<file path="config.mk">
export PLATFORM = sky130hd
export DESIGN_NAME = alu_op_decoder
export DESIGN_NICKNAME = d
export VERILOG_FILES = /design/src/rtl/alu_op_decoder.sv
export SDC_FILE = /design/constraint.sdc
export NUM_CORES = 1
export LEC_CHECK = 0
export ABC_AREA = 0
export BUFFER_PORTS_ARGS = -buffer_cell sky130_fd_sc_hd__buf_2
export CORE_UTILIZATION = 49
export CTS_CLUSTER_DIAMETER = 100
export DETAILED_ROUTE_END_ITERATION = 8
export HOLD_SLACK_MARGIN = 0.1
export PLACE_DENSITY_LB_ADDON = 0.12
export SYNTH_ARGS = -nofsm -noshare
export SYNTH_HDL_FRONTEND = slang
export SYNTH_SLANG_ARGS = --single-unit
</file>
<file path="constraint.sdc">
create_clock -name clk -period 4 [get_ports clk]
set_input_delay 0.4 -clock clk [delete_from_list [all_inputs] [get_ports clk]]
set_output_delay 0.4 -clock clk [all_outputs]
set_load 0.01 [all_outputs]
</file>
<file path="src/rtl/alu_op_decoder.sv">
`default_nettype none
// ============================================================================
// Module      : alu_op_decoder
// Description : Two-stage RV32I ALU-op decode pipeline. S1 decodes the
//               instruction into ALU operands/opcode, and S2 registers the
//               returned ALU result for writeback. Ready/valid on both sides.
// Revision    : 1.0 - initial release
// ============================================================================
module alu_op_decoder (
    input  logic        clk,
    input  logic        rst,
    input  logic        in_valid,
    output logic        in_ready,
    input  logic [31:0] in_instr,
    input  logic [31:0] in_rs1_val,
    input  logic [31:0] in_rs2_val,
    output logic [31:0] alu_a,
    output logic [31:0] alu_b,
    output logic [3:0]  alu_op,
    input  logic [31:0] alu_result,
    output logic        out_valid,
    input  logic        out_ready,
    output logic [4:0]  out_rd,
    output logic [31:0] out_result,
    output logic        out_illegal,
    output logic [15:0] illegal_count
);

    localparam logic [3:0]  c_op_add = 4'b0000;
    localparam logic [3:0]  c_op_sub = 4'b0001;
    localparam logic [3:0]  c_op_and = 4'b0010;
    localparam logic [3:0]  c_op_or  = 4'b0011;
    localparam logic [3:0]  c_op_xor = 4'b0100;
    localparam logic [3:0]  c_op_ill = 4'b1111;
    localparam logic [6:0]  c_opc_reg = 7'b0110011;
    localparam logic [6:0]  c_opc_imm = 7'b0010011;
    localparam logic [6:0]  c_f7_base = 7'b0000000;
    localparam logic [6:0]  c_f7_alt  = 7'b0100000;
    localparam logic [15:0] c_cnt_max = 16'hFFFF;

    logic        r_s1_valid;
    logic [31:0] r_alu_a;
    logic [31:0] r_alu_b;
    logic [3:0]  r_alu_op;
    logic [4:0]  r_s1_rd;
    logic        r_s1_illegal;
    logic        r_out_valid;
    logic [4:0]  r_out_rd;
    logic [31:0] r_out_result;
    logic        r_out_illegal;
    logic [15:0] r_illegal_count;

    logic        w_s2_free;
    logic        w_s1_free;
    logic        w_in_fire;
    logic [6:0]  w_opcode;
    logic [2:0]  w_funct3;
    logic [6:0]  w_funct7;
    logic [31:0] w_imm;
    logic        w_legal;
    logic [3:0]  w_op;
    logic [31:0] w_a;
    logic [31:0] w_b;
    logic        w_unused;

    assign w_s2_free = !r_out_valid || out_ready;
    assign w_s1_free = !r_s1_valid || w_s2_free;
    assign w_in_fire = in_valid && w_s1_free;
    assign in_ready  = w_s1_free;

    assign w_opcode = in_instr[6:0];
    assign w_funct3 = in_instr[14:12];
    assign w_funct7 = in_instr[31:25];
    assign w_imm    = {{20{in_instr[31]}}, in_instr[31:20]};
    // rs1/rs2 index fields are not needed: operand values arrive pre-read.
    assign w_unused = ^in_instr[19:15];

    always_comb begin
        w_legal = 1'b0;
        w_op    = c_op_ill;
        w_b     = '0;
        if (w_opcode == c_opc_reg && w_funct7 == c_f7_base) begin
            w_legal = 1'b1;
            w_b     = in_rs2_val;
            case (w_funct3)
                3'b000:  w_op = c_op_add;
                3'b100:  w_op = c_op_xor;
                3'b110:  w_op = c_op_or;
                3'b111:  w_op = c_op_and;
                default: w_legal = 1'b0;
            endcase
        end else if (w_opcode == c_opc_reg && w_funct7 == c_f7_alt && w_funct3 == 3'b000) begin
            w_legal = 1'b1;
            w_op    = c_op_sub;
            w_b     = in_rs2_val;
        end else if (w_opcode == c_opc_imm) begin
            w_legal = 1'b1;
            w_b     = w_imm;
            case (w_funct3)
                3'b000:  w_op = c_op_add;
                3'b100:  w_op = c_op_xor;
                3'b110:  w_op = c_op_or;
                3'b111:  w_op = c_op_and;
                default: w_legal = 1'b0;
            endcase
        end
        // Unsupported funct3 falls through here too, so zero everything once.
        if (!w_legal) begin
            w_op = c_op_ill;
            w_b  = '0;
        end
        w_a = w_legal ? in_rs1_val : 32'd0;
    end

    always_ff @(posedge clk) begin
        if (rst) begin
            r_s1_valid      <= 1'b0;
            r_alu_a         <= '0;
            r_alu_b         <= '0;
            r_alu_op        <= c_op_add;
            r_s1_rd         <= '0;
            r_s1_illegal    <= 1'b0;
            r_illegal_count <= '0;
        end else begin
            if (w_s1_free) begin
                r_s1_valid <= in_valid;
            end
            if (w_in_fire) begin
                r_alu_a      <= w_a;
                r_alu_b      <= w_b;
                r_alu_op     <= w_op;
                r_s1_rd      <= in_instr[11:7];
                r_s1_illegal <= !w_legal;
                if (!w_legal && r_illegal_count != c_cnt_max) begin
                    r_illegal_count <= r_illegal_count + 16'd1;
                end
            end
        end
    end

    always_ff @(posedge clk) begin
        if (rst) begin
            r_out_valid   <= 1'b0;
            r_out_rd      <= '0;
            r_out_result  <= '0;
            r_out_illegal <= 1'b0;
        end else if (w_s2_free) begin
            r_out_valid <= r_s1_valid;
            if (r_s1_valid) begin
                r_out_rd      <= r_s1_rd;
                r_out_illegal <= r_s1_illegal;
                // Writes to x0 and illegal bundles carry a zero result.
                r_out_result  <= (r_s1_illegal || r_s1_rd == 5'd0) ? 32'd0 : alu_result;
            end
        end
    end

    assign alu_a         = r_alu_a;
    assign alu_b         = r_alu_b;
    assign alu_op        = r_alu_op;
    assign out_valid     = r_out_valid;
    assign out_rd        = r_out_rd;
    assign out_result    = r_out_result;
    assign out_illegal   = r_out_illegal;
    assign illegal_count = r_illegal_count;

endmodule
`default_nettype wire
</file>
==> results.md, run 1 <==
- Clock skew: 0.00731 ns
- Crit path max-delay family: simple AND/OR/NAND/NOR gates
- Antenna Nets Post-Route: 0
- Largest net degree at the start of global routing: 70
- Int Pwr: 0.00225 W
- Final hold violation count: 0
- Clk sinks: 129
- CP Class: input pin to register
- Reg2reg end: out_result[3]
- IO Pins: 256
- Most common cell in the synthesized netlist: dfxtp_1
- RSZ-0062 raised after global routing: false
- PortBufs: 250
- CP max-delay cell: nor3_4
- CP Capture Point: alu_a[1]
- Top_reg_cell synth: dfxtp_1
- Vias per inst: 5.43
- Fraction of layout cells with a size suffix above 1: 0.388
- Max VDD drop: 0.264 mV
- Fmax: 479 MHz
- Dominant cells by area after synthesis: dfxtp_1 (51%), a21oi_1 (7.4%), a22oi_1 (6.4%), nand2_1 (6.0%), nand3_1 (4.2%)
- Chip width: 104 um
- Die span in y: 104 um
- Maxcap violations: 0
- Required @ worst endpoint: 4.43 ns
- Wire per inst: 15.2 um
- Cts bufs inserted: 17
- CORE AREA: 0.00991 sq mm
- Final max-slew violation count: 0
- Fin crit share: 0.522
- Sw power: 0.000733 W
- Fraction of registers with async set/reset: 0
- R2R Setup Slk: 1.95 ns
- # DRC: 0
- Netlist cell types: 47
- Switching Fraction: 0.246
- Pre-Repair DR Iteration Count: 7
- Post-synth EDFFs: 0
- Synthesized area per cell: 8.60 sq um
- Yosys Warn Count: 0
- Root Buffer: clkbuf_8
- Slew headroom: 0.301
- CP peak stage delay: 0.76 ns
- First-pass GRT wire length: 23800 um
- Critical path cell sequence: buf_2 -> inv_1 -> a31oi_1 -> nor3_4 -> buf_4 -> nand3_1 -> a21oi_1
- Top-area cell type share of the netlist area: 0.508
- FF+latch count, synth: 129
- Grt ovf: 0
- P_leak: 3.11 nW
- Vias in the first global route: 4994
- Comb pwr share: 0.074
- Hold Crit Depth: 3
- Synth top cells by count: dfxtp_1 (129), nand2_1 (81), a21oi_1 (75), nor2_1 (54)
- Worst R2R Path Depth: 6
- Worst-path fanout max: 21
- Reg power frac: 0.443
- PwrDens: 428 mW/mm^2
- Sequential-to-total area share from yosys stat: 0.508
- Class of the worst hold path: input pin to register
- H-tree depth: 4
- Starting Density: 0.513
- Clock power share: 0.482
- Biggest area consumer among synthesized cells: dfxtp_1
- CTS tree: done
- CP startpoint kind: input pin
- Levels on crit path: 7
- Setup TNS: 0 ns
- Cells after synthesis: 591
- Reg2reg start: out_valid
- Placer congestion estimate: 0.834
- Worst-margin pin slew: 1.04 ns
- Setup Viol. Count Final: 0
- Status: finished, final reports clean
- Die Area: 0.0108 sq mm
- Synthesized Nets: 724
- CP endpoint kind: register
- Post-CTS setup buffer count: 0
- Cell Area, Synth: 0.00508 sq mm
- GR Util All Layers: 0.273
- WP data arrival: 2.52 ns
- CTS Hold Bufs: 0
- Design Area, Final: 0.00697 sq mm
- Fin nets: 956
- Placed Area: 0.00641 sq mm
- Buf/Inv on CP: 3
- Post-layout util: 0.703
- PostCTS Resize Cnt: 0
- Period minus WS final: 2.09 ns
- Vias: 5264
- Initial antenna violation count: 1
- Hpwl dp: 10300 um
- Clk_lat worst skew: 0.51 ns
- Clock transition at path regs: 0.06 ns
- Origin of the worst setup path: in_instr[5]
- Final Routed Wirelength: 14700 um
- Drt initial violations: 373
- Longest Clk Path Bufs: 2
- # fillers: 833
- Row Count: 36
- Area Growth Syn to Fin: 37.1%
[worst register-to-register path: stages, from the launching register on]
cell,delay (ns)
dfxtp_1,0.36
inv_1,0.08
o21ai_4,0.82
nor3_2,0.10
buf_4,0.28
a22oi_1,0.21
nor2_1,0.06
[power by group through the flow]
stage / Clock [W] / Sequential, W / Combinational [W]
floorplan: 0 / 0.00136 / 0.000101
global placement: 0 / 0.00135 / 0.000214
detailed placement: 0 / 0.00135 / 0.000220
CTS: 0.00146 / 0.00132 / 0.000222
global route: 0.00152 / 0.00132 / 0.000244
finish: 0.00144 / 0.00132 / 0.000222
[registers in the layout, summed over array words and instances (netlist names)]
signal         cells
out_illegal        1
r_s1_rd            5
alu_op             4
alu_a             32
out_valid          1
out_rd             5
out_result        32
illegal_count     16
alu_b             32
r_s1_valid         1
[per-stage QoR]
step	hold WS, ns	setup WS (ns)	instances	total power (W)
2_1_floorplan	0.443	1.99	591	0.00146
3_3_place_gp	0.431	1.55	937	0.00156
3_5_place_dp	0.437	1.43	937	0.00157
4_1_cts	0.111	1.93	969	0.00300
5_1_grt	0.118	1.75	970	0.00309
6_report	0.129	1.91	970	0.00298
[cell families after synthesis]
| logic type | synth area share |
|---|---|
| AO/OA/AOI/OAI | 0.225 |
| adder cells (fa/ha/maj) | 0.00246 |
| buffers and inverters | 0.0456 |
| flip-flops | 0.508 |
| multiplexers | 0.0140 |
| AND/OR/NAND/NOR | 0.204 |
[layout make-up]
type | count | area (sq um) | area share
clock buffer | 18 | 428 | 0.0614
clock inverter | 14 | 130 | 0.0187
multi-input combinational | 408 | 2300 | 0.331
antenna | 1 | 2.50 | 0.000359
tap | 133 | 166 | 0.0239
inverter | 7 | 26.3 | 0.00377
sequential | 129 | 2580 | 0.371
timing repair buffer | 260 | 1330 | 0.191
[worst min path at each step]
| stage | start | endpoint | slack, ns |
|---|---|---|---|
| finish | in_instr[10] | r_s1_rd[3] | 0.13 |
| detailed placement | alu_b[9] | alu_b[9] | 0.44 |
| floorplan | r_s1_rd[3] | r_s1_rd[3] | 0.44 |
| global placement | alu_b[29] | alu_b[29] | 0.43 |
| CTS | in_instr[10] | r_s1_rd[3] | 0.11 |
| global route | alu_result[19] | out_result[19] | 0.12 |
[metal layers]
metal  part of all wire  vias up  routed length, um  track usage
li1                   -     2578                  -            -
met1               0.41     2473               6000        0.327
met2               0.51      192               7530        0.470
met3              0.061       21                890       0.0680
met4              0.020        0                289        0.105
met5                  0        -                  0            0
[layout by cell type (no fill, tap or decap), types with 3 or more instances in the layout]
| cell type | n |
|---|---|
| buf_2 | 249 |
| dfxtp_1 | 129 |
| nand2_1 | 81 |
| a21oi_1 | 75 |
| nor2_1 | 53 |
| nand3_1 | 43 |
| a22oi_1 | 43 |
| o21ai_2 | 20 |
| clkbuf_16 | 16 |
| buf_4 | 11 |
| o21ai_1 | 10 |
| inv_1 | 7 |
| or4_1 | 6 |
| mux2i_1 | 6 |
| o31ai_1 | 5 |
| o21ai_0 | 5 |
| a21o_1 | 4 |
| nor3_1 | 4 |
| nand4_1 | 4 |
| nor4_1 | 4 |
| inv_6 | 4 |
| clkinvlp_4 | 4 |
| or3_1 | 3 |
| nor2b_1 | 3 |
| a211oi_1 | 3 |
| and3_1 | 3 |
| o41ai_1 | 3 |
| clkinv_2 | 3 |
No activity file was read; power rests on OpenSTA's default activity.
==> inputs of run 2 (changes only) <==
--- a/config.mk
+++ b/config.mk
@@ -7,7 +7,7 @@
 export LEC_CHECK = 0
 export ABC_AREA = 0
 export BUFFER_PORTS_ARGS = -buffer_cell sky130_fd_sc_hd__buf_2
-export CORE_UTILIZATION = 49
+export CORE_UTILIZATION = 41
 export CTS_CLUSTER_DIAMETER = 100
 export DETAILED_ROUTE_END_ITERATION = 8
 export HOLD_SLACK_MARGIN = 0.1
==> constraint.sdc (replaced) <==
create_clock -name clk -period 1.9 [get_ports clk]
set_input_delay 0.19 -clock clk [delete_from_list [all_inputs] [get_ports clk]]
set_output_delay 0.19 -clock clk [all_outputs]
set_load 0.01 [all_outputs]
==> results.md, run 2 (synthesis results as in run 1) <==
- Clock skew: 0.00766 ns (was 0.00731 ns)
- Clk_lat worst skew: 0.41 ns (was 0.51 ns)
- CTS tree: done (unchanged)
- Final Routed Wirelength: 16800 um (was 14700 um)
- # DRC: 0 (unchanged)
- GR Util All Layers: 0.258 (was 0.273)
- Fmax: 545 MHz
- Hpwl dp: 10500 um (was 10300 um)
- Antenna Nets Post-Route: 0 (unchanged)
- Period minus WS final: 1.84 ns
- Setup TNS: 0 ns (unchanged)
- Max VDD drop: 0.510 mV (was 0.264 mV)
- Chip width: 113 um (was 104 um)
- Most common cell after layout, fill and taps aside: buf_2 (unchanged)
- Clock transition at path regs: 0.05 ns (was 0.06 ns)
- Starting Density: 0.421 (was 0.513)
- Row Count: 40 (was 36)
- Fin crit share: 0.966
- Status: finished, final reports clean (unchanged)
- Fin nets: 1091 (was 956)
- Root Buffer: clkbuf_16 (was clkbuf_8)
- Crit path max-delay family: buffers and inverters (was simple AND/OR/NAND/NOR gates)
- CP endpoint kind: register (unchanged)
- # fillers: 960 (was 833)
- Drt initial violations: 371 (was 373)
- Initial antenna violation count: 0 (was 1)
- Commonest non-fill, non-tap cells in the layout: buf_2 (249), dfxtp_1 (129), dlygate4sd3_1 (113), nand2_1 (81), a21oi_1 (74) (was buf_2 (249), dfxtp_1 (129), nand2_1 (81), a21oi_1 (75), nor2_1 (53))
- Longest Clk Path Bufs: 2 (unchanged)
- WP data arrival: 2.18 ns (was 2.52 ns)
- CORE AREA: 0.0121 sq mm (was 0.00991 sq mm)
- PwrDens: 788 mW/mm^2 (was 428 mW/mm^2)
- Class of the worst hold path: input pin to register (unchanged)
- P_leak: 3.71 nW (was 3.11 nW)
- Vias in the first global route: 5460 (was 4994)
- Cts bufs inserted: 17 (unchanged)
- Area Growth Syn to Fin: 65.3% (was 37.1%)
- IO Pins: 256 (unchanged)
- Grt ovf: 0 (unchanged)
- CP max-delay cell: dlygate4sd3_1 (was nor3_4)
- PortBufs: 250 (unchanged)
- First-pass GRT wire length: 26400 um (was 23800 um)
- Slew headroom: 0.549 (was 0.301)
- Post-layout util: 0.696 (was 0.703)
- Worst-path fanout max: 8 (was 21)
- Critical path cell sequence: dlygate4sd3_1 -> buf_2 -> nand3b_1 -> and2_4 -> o31ai_2 -> buf_4 -> or4_1 -> a21oi_2 (was buf_2 -> inv_1 -> a31oi_1 -> nor3_4 -> buf_4 -> nand3_1 -> a21oi_1)
- Final hold violation count: 0 (unchanged)
- Wire per inst: 14.8 um (was 15.2 um)
- Final max-slew violation count: 0 (unchanged)
- CP peak stage delay: 0.54 ns (was 0.76 ns)
- Placer congestion estimate: 0.829 (was 0.834)
- Buf/Inv on CP: 3 (unchanged)
- Ant diodes: 0 (was 1)
- CP startpoint kind: input pin (unchanged)
- Dpl ws: -0.0293 ns (was 1.43 ns)
- Vias per inst: 5.10 (was 5.43)
- RSZ-0062 raised after global routing: true (was false)
- Total chip power: 0.00662 W (was 0.00298 W)
- Die span in y: 113 um (was 104 um)
- Largest net degree at the start of global routing: 68 (was 70)
- Clk sinks: 129 (unchanged)
- Required @ worst endpoint: 2.24 ns (was 4.43 ns)
- Vias: 5802 (was 5264)
- CP Class: input pin to register (unchanged)
- Setup Viol. Count Final: 0 (unchanged)
- Maxcap violations: 0 (unchanged)
- Fraction of layout cells with a size suffix above 1: 0.354 (was 0.388)
- Pre-Repair DR Iteration Count: 4 (was 7)
- Die Area: 0.0128 sq mm (was 0.0108 sq mm)
- Worst-margin pin slew: 0.676 ns (was 1.04 ns)
- Setup ws final: 0.0649 ns (was 1.91 ns)
- H-tree depth: 4 (unchanged)
## run 2: cell count changes in the layout (fill, tap and decap cells not counted), moves of 2 or more
cell,previous run,this run
buf_4,11,27
dlygate4sd3_1,0,113
inv_6,4,0
clkbuf_8,2,4
clkbuf_1,0,4
clkinvlp_4,4,1
buf_12,0,5
## run 2: where the power goes
part	switching (W)	leakage, nW	internal [W]
clock	0.00109	0.279	0.00205
combinational	0.000324	2.38	0.000372
sequential	0.0000276	1.04	0.00275
## run 2: tightest hold or removal path: stages
cell and delay [ns]:
buf_2 0.13, a22oi_1 0.10, o21ai_2 0.10
## run 2: worst paths after layout
check             slack [ns]              from  depth (start not counted)          endpoint
setup / recovery        0.06         out_ready                          8  illegal_count[5]
setup reg to reg        0.18  illegal_count[3]                          4  illegal_count[7]
hold reg to reg         0.44          alu_b[7]                          2          alu_b[7]
hold / removal          0.14      in_instr[30]                          3         alu_b[10]
## run 2: metrics by stage
stage / hold WS [ns] / area [sq um] / cells
after floorplan: 0.319 / 5080 / 591
after global placement: 0.428 / 6670 / 993
after detailed placement: 0.435 / 6670 / 993
after CTS: 0.125 / 8380 / 1136
after global routing: 0.147 / 8400 / 1137
final: 0.145 / 8400 / 1137
## run 2: repair_timing
| action | CTS | global route |
|---|---|---|
| endpoints found under the hold margin | 103 | 0 |
| buffers inserted | 0 | 1 |
| gates resized for setup | 0 | 5 |
| endpoints found under the setup margin | 0 | 23 |
| hold buffers | 113 | 0 |
## run 2: layout make-up
cell class	instances	area (sq um)	share of cell area
clock buffer	25	495	0.0590
clock inverter	5	77.6	0.00924
inverter	7	26.3	0.00313
multi-input combinational	408	2320	0.276
sequential	129	2580	0.307
tap	168	210	0.0250
timing repair buffer	395	2690	0.320
## run 2: routing by layer
layer / vias up / wire length, um / global-route usage
li1: 2839 / - / -
met1: 2696 / 6960 / 0.296
met2: 227 / 8430 / 0.456
met3: 40 / 953 / 0.0616
met4: 0 / 448 / 0.116
met5: - / 0 / 0
